==> src/rtl/alu_mc.sv <==
// Multi-cycle execute-stage ALU with valid/ready handshakes and a registered result.
// Define ALU_MUL_EN to build the iterative shift-add multiplier; otherwise MUL is an illegal op.
module alu_mc #(
  parameter int XLEN = 32,
  parameter int SHW  = $clog2(XLEN)
) (
  input  logic            clk,
  input  logic            rst,
  input  logic            flush,
  input  logic            in_valid,
  output logic            in_ready,
  input  logic [XLEN-1:0] A,
  input  logic [XLEN-1:0] B,
  input  logic [3:0]      alu_ctrl,
  output logic            out_valid,
  input  logic            out_ready,
  output logic [XLEN-1:0] result,
  output logic            zero,
  output logic            err,
  output logic [1:0]      dbg_state
);

  // Handshake: a transfer happens on a rising edge where valid & ready are both
  // high; valid never waits on ready, and a producer holds its data until taken.

  localparam logic [3:0] OP_ADD  = 4'b0000;
  localparam logic [3:0] OP_SUB  = 4'b0001;
  localparam logic [3:0] OP_AND  = 4'b0010;
  localparam logic [3:0] OP_SLT  = 4'b0011;
  localparam logic [3:0] OP_OR   = 4'b0100;
  localparam logic [3:0] OP_SLTU = 4'b0101;
  localparam logic [3:0] OP_MUL  = 4'b0110;
  localparam logic [3:0] OP_XOR  = 4'b1000;
  localparam logic [3:0] OP_SRL  = 4'b1001;
  localparam logic [3:0] OP_SLL  = 4'b1010;
  localparam logic [3:0] OP_SRA  = 4'b1011;

  typedef enum logic [1:0] {
    IDLE = 2'd0,
    BUSY = 2'd1,
    DONE = 2'd2
  } state_t;

  state_t          state;
  logic [XLEN-1:0] op_res;
  logic            op_legal;
  logic            accept;

`ifdef ALU_MUL_EN
  logic            op_is_mul;
  logic [XLEN-1:0] mul_a;
  logic [XLEN-1:0] mul_b;
  logic [XLEN-1:0] acc;
  logic [XLEN-1:0] acc_next;
  logic [SHW-1:0]  cnt;

  // One multiplier bit per cycle: mul_a walks left while mul_b walks right.
  assign acc_next = acc + (mul_b[0] ? mul_a : '0);
`endif

  assign in_ready  = (state == IDLE) || ((state == DONE) && out_ready);
  assign accept    = in_valid && in_ready;
  assign dbg_state = state;

  // Single-cycle datapath; illegal ops fall through with a zero result.
  always_comb begin
    op_res   = '0;
    op_legal = 1'b1;
`ifdef ALU_MUL_EN
    op_is_mul = 1'b0;
`endif
    case (alu_ctrl)
      OP_ADD:  op_res = A + B;
      OP_SUB:  op_res = A - B;
      OP_AND:  op_res = A & B;
      OP_OR:   op_res = A | B;
      OP_XOR:  op_res = A ^ B;
      OP_SRL:  op_res = A >> B[SHW-1:0];
      OP_SLL:  op_res = A << B[SHW-1:0];
      OP_SRA:  op_res = $unsigned($signed(A) >>> B[SHW-1:0]);
      OP_SLT:  op_res = {{(XLEN-1){1'b0}}, ($signed(A) < $signed(B))};
      OP_SLTU: op_res = {{(XLEN-1){1'b0}}, (A < B)};
      OP_MUL: begin
`ifdef ALU_MUL_EN
        op_is_mul = 1'b1;
`else
        op_legal  = 1'b0;
`endif
      end
      default: op_legal = 1'b0;
    endcase
  end

  always_ff @(posedge clk) begin
    if (rst || flush) begin
      state     <= IDLE;
      out_valid <= 1'b0;
      result    <= '0;
      zero      <= 1'b0;
      err       <= 1'b0;
`ifdef ALU_MUL_EN
      cnt       <= '0;
      acc       <= '0;
      mul_a     <= '0;
      mul_b     <= '0;
`endif
    end else begin
      case (state)
        IDLE, DONE: begin
          if (accept) begin
`ifdef ALU_MUL_EN
            if (op_is_mul) begin
              state     <= BUSY;
              out_valid <= 1'b0;
              mul_a     <= A;
              mul_b     <= B;
              acc       <= '0;
              cnt       <= '0;
            end else
`endif
            begin
              state     <= DONE;
              out_valid <= 1'b1;
              result    <= op_res;
              zero      <= (op_res == '0);
              err       <= ~op_legal;
            end
          end else if ((state == DONE) && out_ready) begin
            state     <= IDLE;
            out_valid <= 1'b0;
          end
        end
        BUSY: begin
`ifdef ALU_MUL_EN
          acc   <= acc_next;
          mul_a <= mul_a << 1;
          mul_b <= mul_b >> 1;
          cnt   <= cnt + 1'b1;
          if (cnt == SHW'(XLEN - 1)) begin
            state     <= DONE;
            out_valid <= 1'b1;
            result    <= acc_next;
            zero      <= (acc_next == '0);
            err       <= 1'b0;
            cnt       <= '0;
          end
`else
          state <= IDLE;
`endif
        end
        default: state <= IDLE;
      endcase
    end
  end

endmodule

==> config.mk <==
export PLATFORM = sky130hd
export DESIGN_NAME = alu_mc
export DESIGN_NICKNAME = d
export VERILOG_FILES = /design/src/rtl/alu_mc.sv
export SDC_FILE = /design/constraint.sdc
export NUM_CORES = 1
export LEC_CHECK = 0
export ABC_AREA = 0
export CORE_ASPECT_RATIO = 0.75
export CORE_UTILIZATION = 50
export DETAILED_ROUTE_END_ITERATION = 7
export PLACE_DENSITY = 0.69
export SLEW_MARGIN = 20
export SYNTH_ARGS = -nofsm -noshare
export SYNTH_HDL_FRONTEND = slang
export SYNTH_SLANG_ARGS = --single-unit
==> constraint.sdc <==
create_clock -name clk -period 14.6 [get_ports clk]
set_clock_uncertainty 0.2 [all_clocks]
set_input_delay 1.46 -clock clk [delete_from_list [all_inputs] [get_ports clk]]
set_output_delay 1.46 -clock clk [all_outputs]
set_load 0.005 [all_outputs]
==> results of run 1 <==
## cell families (layout without fill, tap and decap cells)
kind of cell               after synthesis  count (layout)  share of synthesized area
muxes                                  139             139                     0.1998
and+or+nand+nor                        496             496                     0.2143
other                                    1               1                  0.0003362
DFF                                     35              35                    0.06282
adders and majority gates              100             100                     0.1135
AOI/OAI and AO/OA                      478             478                     0.3028
buffers and inverters                  243             240                    0.09076
xor gates and xnor gates                20              20                    0.01571
## area by class of cell
cell class	count	area (um^2)	share of cell area
clock inverter	1	5.005	0.0004072
clock buffer	7	132.6	0.01079
tap	288	360.3	0.02932
multi-input combinational	1234	9472	0.7706
sequential	35	700.7	0.05701
timing repair buffer	131	1241	0.1010
inverter	101	379.1	0.03085
## worst paths after layout
check	from	to	slack, ns
worst max-delay path	B[4]	zero	7.28
worst min-delay path	result[21]	result[21]	0.26
worst max register to register	out_valid	zero	9.55
worst min register to register	result[21]	result[21]	0.26
## through the flow
stage | std cells | setup slack [ns] | utilization | hold WS, ns | instance area (um^2)
after global routing | 1797 | 7.187 | 0.5710 | 0.2750 | 12290
after CTS | 1797 | 7.655 | 0.5707 | 0.2574 | 12290
final | 1797 | 7.278 | 0.5710 | 0.2588 | 12290
after detailed placement | 1789 | 7.395 | 0.5643 | 0.2480 | 12150
after floorplan | 1512 | 8.082 | - | 0.2482 | 11150
after global placement | 1789 | 7.486 | 0.5643 | 0.2439 | 12150
## synth_stat cells, types with 11 or more instances
master / n
nor2_1: 151
nand2_1: 124
a21oi_1: 107
inv_1: 100
ha_1: 98
clkbuf_1: 91
o21ai_0: 71
mux4_2: 51
mux2i_1: 49
nor3_1: 41
a211oi_1: 39
nand3_1: 38
dfxtp_1: 35
mux2_2: 29
o211ai_1: 24
buf_2: 22
o22ai_1: 21
nor2b_1: 19
nor4_1: 19
a22oi_1: 18
a31oi_1: 18
xnor2_1: 18
buf_1: 17
o221ai_1: 17
nand2b_1: 16
a21o_1: 14
o31ai_1: 13
or3_1: 13
a221oi_1: 11
and3_1: 11
nand4_1: 11
## registers in the layout, indices dropped and copies added, names as in the netlist
name,flops
out_valid,1
result,32
zero,1
err,1
## layer usage
metal,global-route usage,share of wire
met2,0.6255,0.41
met4,0.1608,0.046
met1,0.6168,0.40
met5,0,0.00023
met3,0.1372,0.15
## power groups by stage
| stage | Combinational [mW] | Sequential (mW) | Clock (mW) |
|---|---|---|---|
| floorplan | 0.283 | 0.104 | 0 |
| global placement | 0.427 | 0.104 | 0 |
| detailed placement | 0.428 | 0.104 | 0 |
| CTS | 0.430 | 0.102 | 0.105 |
| global route | 0.471 | 0.102 | 0.111 |
| finish | 0.451 | 0.102 | 0.103 |
## worst reg2reg max path: stages, from the launching register on
cell       delay [ns]
dfxtp_1          0.32
nand2b_1         0.13
and2_2           0.74
o311ai_0         0.28
or3_1            0.42
a2111oi_1        0.77
nand3_1          0.18
or4_1            0.51
or4_1            0.55
nor4_1           0.47
nand4_1          0.17
o31ai_2          0.23
==> impl_results.md, run 1 <==
- H-tree Lvls: 2
- Initial antenna violation count: 1
- ANT nets after route: 0
- Depth of the worst register-to-register path: 11
- Wirelength per Cell: 28.80 um
- Final setup violating endpoints: 0
- Clk slew on worst S/H paths: about 0.050 ns
- Via density: between 7 and 8
- Post-synthesis sequential area ratio: 0.06282
- Largest net degree at the start of global routing: 72
- Grt total ovfl: 0
- Slowest-stage cell, CP: a2111oi_0
- Syn Nets: 1685
- Vias in the first global route: 12.04k
- Crit start category: input port
- Nets@finish: roughly 1.7k
- Post-Route WL: 51750 um
- Setup Buffers After CTS: 0
- DR DRC count: 0
- Max Clock Freq: around 140 MHz
- Most used DFF post-synth: dfxtp_1
- Total CTS buffers: 5
- Total power: 0.6560 mW
- Hold Vio Cnt, Final: 0
- IO Count: 111
- Clk network pwr share: 0.157
- Ys Warns: 0
- WS Path Type: in -> reg
- Die Ht: roughly 130 um
- Global Route Usage Sum: 0.4403
- Most frequent cell on the critical path: nand4_1
- Post-synth top area cell: ha_1
- Via count: 13.24k
- First-pass GRT wire length: 77020 um
- Syn Area/Cell: around 7.4 um^2
- Crit. End Element: flip-flop
- Max_cap viols: 0
- PwrDens: 53.37 nW/um^2
- Count of cell types in the netlist: 90
- Crit path cell chain: clkdlybuf4s50_1, buf_4, inv_1, ha_1, nand4_1, a2111oi_0, o2111ai_1, o21ai_1, xnor2_1, o221ai_1, a2111o_1, nor4_1, nand4_1, o31ai_2
- Layout cells sized above 1: 0.09543
- Max Root-Sink Buffers: 2
- # diodes: 0
- Slew Limit Fails: 0
- Root buf cell: clkbuf_16
- Clock Latency Late Sink: 0.28 ns
- Cts hold-fix bufs: 0
- Sequential share of power: 0.155
- Combinational power share: 0.688
- Worst path depth: 14
- # rows: 46
- CP required: 14.60 ns
- Buf+Inv Stages, Crit Path: 3
- Most frequent cells in the layout: nor2_1, nand2_1, a21oi_1
- Fillcell total: 2095
- Final period util: 0.5015
- RSZ-0062 raised after global routing: false
- Top cells by area, synth: ha_1, mux4_2, dfxtp_1
- Commonest non-fill, non-tap cell in the layout: nor2_1
- Yosys reg bits: 35
- Pre-antenna DRT Iters: 6
- Maximum vdd drop: 0.05097 mV
- Status: finished, final reports clean
- Min Tclk post-route: 7.322 ns
- Hold path cells: 2
- Leakage: 4.859 nW
- DP Wirelength: 40000 um
- Tightest Pin Transition: 1.258 ns
- Sw Share: 0.4988
- Port buffer count: 109
- DIE AREA: 22910 um^2
- Mapped Cells: 1512
- Starting Density: 0.5181
- Post-synth top area share: 0.1099
- Async SR Flop Fraction: 0
- Core region area: 21530 um^2
- Top delay family on crit path: compound AO/OA/AOI/OAI gates
- Placer Congestion: 1.122
- Initial drt markers: roughly 2.6k
- Post-synth EDFFs: 0
- Setup TNS: 0 ns
- Relative slew margins: 0.1398
- Area Overhead vs Synth: 10.20%
- CP max stage delay: around 0.93 ns
- Arrival time at the worst endpoint: 7.32 ns
- Maximum fanout along the worst path: 35
- HP Class: reg -> reg
- Clock Sinks: 35
- TritonCTS clock tree: yes
- Synthesized cell area: 11150 um^2
- Die width: 174.5 um
- Switching Power: 0.3272 mW
- P_int: between 0.3 and 0.4 mW
- Post-CTS sizing: 0
(Power assumes the default switching activity.)
==> run 2: changes to the inputs <==
PLACE_DENSITY = 0.72   (was 0.69)
clock period = 6.39 ns   (was 14.6 ns; I/O delays follow)
==> run 2 against run 1 <==
Largest cell class unchanged. Clock power grew to 2.6 times the previous value. Sequential power up 130%. Sequential share of layout area down 0.19 points.
==> impl_results.md, run 2 (synthesis gave the netlist of run 1 again) <==
- Starting Density: 0.5181 (unchanged)
- First-pass GRT wire length: 82730 um (was 77020 um)
- Core region area: 21530 um^2 (unchanged)
- Register cell area after layout: 700.7 um^2 (unchanged)
- Root buf cell: clkbuf_16 (unchanged)
- Met2 Use GR: 0.6684 (was 0.6255)
- Crit. End Element: flip-flop (unchanged)
- Relative slew margins: 0.1734 (was 0.1398)
- Final period util: 0.8756
- H-tree Lvls: 2 (unchanged)
- Area Overhead vs Synth: 14.00% (was 10.20%)
- Max FFs per register: 32 (unchanged)
- Max_cap viols: 0 (unchanged)
- Largest net degree at the start of global routing: 98 (was 72)
- Multi-input logic area: 9467 um^2 (was 9472 um^2)
- Via density: 7.524 (was 7.368)
- Met1 Track Usage GR: 0.6638 (was 0.6168)
- DP Wirelength: 43330 um (was 40000 um)
- Tightest Pin Transition: 1.229 ns (was 1.258 ns)
- FF-to-FF setup slack: 2.20 ns (was 9.55 ns)
- Sw Share: 0.4953 (was 0.4988)
- Die width: 174.5 um (unchanged)
- Initial antenna violation count: 1 (unchanged)
- Grt total ovfl: 0 (unchanged)
- IO Count: 111 (unchanged)
- Maximum fanout along the worst path: 8 (was 35)
- Max Clock Freq: about 180 MHz
- FF-to-FF End: zero (unchanged)
- Post-Route WL: 56050 um (was 51750 um)
- Top reg by flops: result (unchanged)
- Slew Limit Fails: 0 (unchanged)
- Post-CTS sizing: 0 (unchanged)
- Setup Buffers After CTS: 0 (unchanged)
- Pre-CTS setup slack: 0.6095 ns (was 7.395 ns)
- Die Ht: 131.3 um (unchanged)
- P_int: 0.8005 mW (was 0.3287 mW)
- Fin util: 0.5907 (was 0.5710)
- Worst hold start: result[23] (was result[21])
- Clock Sinks: 35 (unchanged)
- RSZ-0062 raised after global routing: false (unchanged)
- ANT nets after route: 0 (unchanged)
- Cell Count, Final, Fillers Out: 1849 (was 1797)
- HP Class: reg -> reg (unchanged)
- CP required: 6.40 ns (was 14.60 ns)
- Placer Congestion: 1.080 (was 1.122)
- Arrival time at the worst endpoint: 5.60 ns (was 7.32 ns)
- Switching Power: 0.7856 mW (was 0.3272 mW)
- Met3 Use GR: 0.1455 (was 0.1372)
- Crit start category: input port (unchanged)
- Initial drt markers: 2678 (was 2625)
- DIE AREA: 22910 um^2 (unchanged)
- Maximum vdd drop: 0.1286 mV (was 0.05097 mV)
- Leakage: 5.120 nW (was 4.859 nW)
- Nets@finish: 1732 (was 1681)
- Wirelength per Cell: 30.31 um (was 28.80 um)
- Clk network pwr share: 0.168 (was 0.157)
- Hold Vio Cnt, Final: 0 (unchanged)
- Most frequent cells in the layout: nor2_1, nand2_1, a21oi_1 (unchanged)
- Vias in the first global route: 12.72k (was 12.04k)
- Setup TNS: 0 ns (unchanged)
- Port buffer count: 109 (unchanged)
- Hold Worst Slack: 0.2523 ns (was 0.2588 ns)
- Most frequent cell on the critical path: or4_1 (was nand4_1)
- Max Root-Sink Buffers: 2 (unchanged)
- Via count: 13.91k (was 13.24k)
- Hold path cells: 2 (unchanged)
- Clock Latency Late Sink: 0.29 ns (was 0.28 ns)
- Min Tclk post-route: 5.595 ns
- DR DRC count: 0 (unchanged)
- TritonCTS clock tree: yes (unchanged)
- Global Route Usage Sum: 0.4754 (was 0.4403)
- PwrDens: 124.7 nW/um^2 (was 53.37 nW/um^2)
- Final setup violating endpoints: 0 (unchanged)
- Depth of the worst register-to-register path: 11 (unchanged)
- Crit path cell chain: clkdlybuf4s50_1, inv_1, ha_1, or2_2, a2111oi_4, nor3_1, a221o_1, a211oi_1, o21ai_0, or4_1, or4_1, nor4_1, nand4_1, o31ai_2 (was clkdlybuf4s50_1, buf_4, inv_1, ha_1, nand4_1, a2111oi_0, o2111ai_1, o21ai_1, xnor2_1, o221ai_1, a2111o_1, nor4_1, nand4_1, o31ai_2)
- Status: finished, final reports clean (unchanged)
- Combinational power share: 0.685 (was 0.688)
- Total CTS buffers: 5 (unchanged)
- Sequential share of power: 0.147 (was 0.155)
- Cts hold-fix bufs: 0 (unchanged)
- Layout cells sized above 1: 0.1250 (was 0.09543)
- Final Worst Setup Slack: 0.7949 ns (was 7.278 ns)
- Busiest grt layer: met2 (unchanged)
- Fillcell total: 2018 (was 2095)
- Placed cell area: 12560 um^2 (was 12150 um^2)
- WS Path Type: in -> reg (unchanged)
- Total power: 1.586 mW (was 0.6560 mW)
- Placed cells: 1840 (was 1789)
- Hold Path End: result[23] (was result[21])
- Slowest-stage cell, CP: clkdlybuf4s50_1 (was a2111oi_0)
- Finished layout cell area: 12710 um^2 (was 12290 um^2)
- Clk slew on worst S/H paths: 0.06 ns (was 0.05 ns)
- # rows: 46 (unchanged)
- Reg2Reg Launch Point: out_valid (unchanged)
- Pre-antenna DRT Iters: 6 (unchanged)
- Commonest non-fill, non-tap cell in the layout: nor2_1 (unchanged)
- CP max stage delay: 0.63 ns (was 0.93 ns)
## run 2: changes by cell type in the layout (fill, tap and decap cells not counted), sizes merged
| cell | previous run | this run |
|---|---|---|
| clkinv | 2 | 1 |
| diode | 0 | 1 |
| clkbuf | 7 | 8 |
| buf | 26 | 77 |
## run 2: critical path, delay by kind of cell
family                   cells  cell delay (ns)
buffers and inverters        2             0.82
AND/OR/NAND/NOR              6             2.29
AO/OA/AOI/OAI                5             1.48
adder cells (fa/ha/maj)      1             0.36
## run 2: how the worst max path moves through the flow
| stage | startpoint | end |
|---|---|---|
| after CTS | A[1] | zero |
| after global routing | A[1] | zero |
| after global placement | A[1] | zero |
| final | A[1] | zero |
| after detailed placement | A[1] | zero |
| after floorplan | B[1] | zero |
## run 2: layout make-up
type | count | share of cell area
inverters | 101 | 0.02982
flip-flops and latches | 35 | 0.05511
clock buffers | 8 | 0.01230
multi-input cells | 1234 | 0.7445
well taps | 288 | 0.02834
diodes | 1 | 0.0001968
repair buffers | 182 | 0.1297
## run 2: power groups by stage
stage / Clock, mW / Sequential, mW / Combinational [mW]
after floorplan: 0 / 0.238 / 0.647
after global placement: 0 / 0.237 / 1.02
after detailed placement: 0 / 0.238 / 1.02
after CTS: 0.264 / 0.233 / 1.03
after global routing: 0.277 / 0.234 / 1.13
final: 0.266 / 0.234 / 1.09
## run 2: per-layer routing
layer | part of all wire | vias to the layer above
li1 | - | 5802
met1 | 0.39 | 6538
met2 | 0.40 | 1336
met3 | 0.16 | 236
met4 | 0.055 | 0
met5 | 0 | -
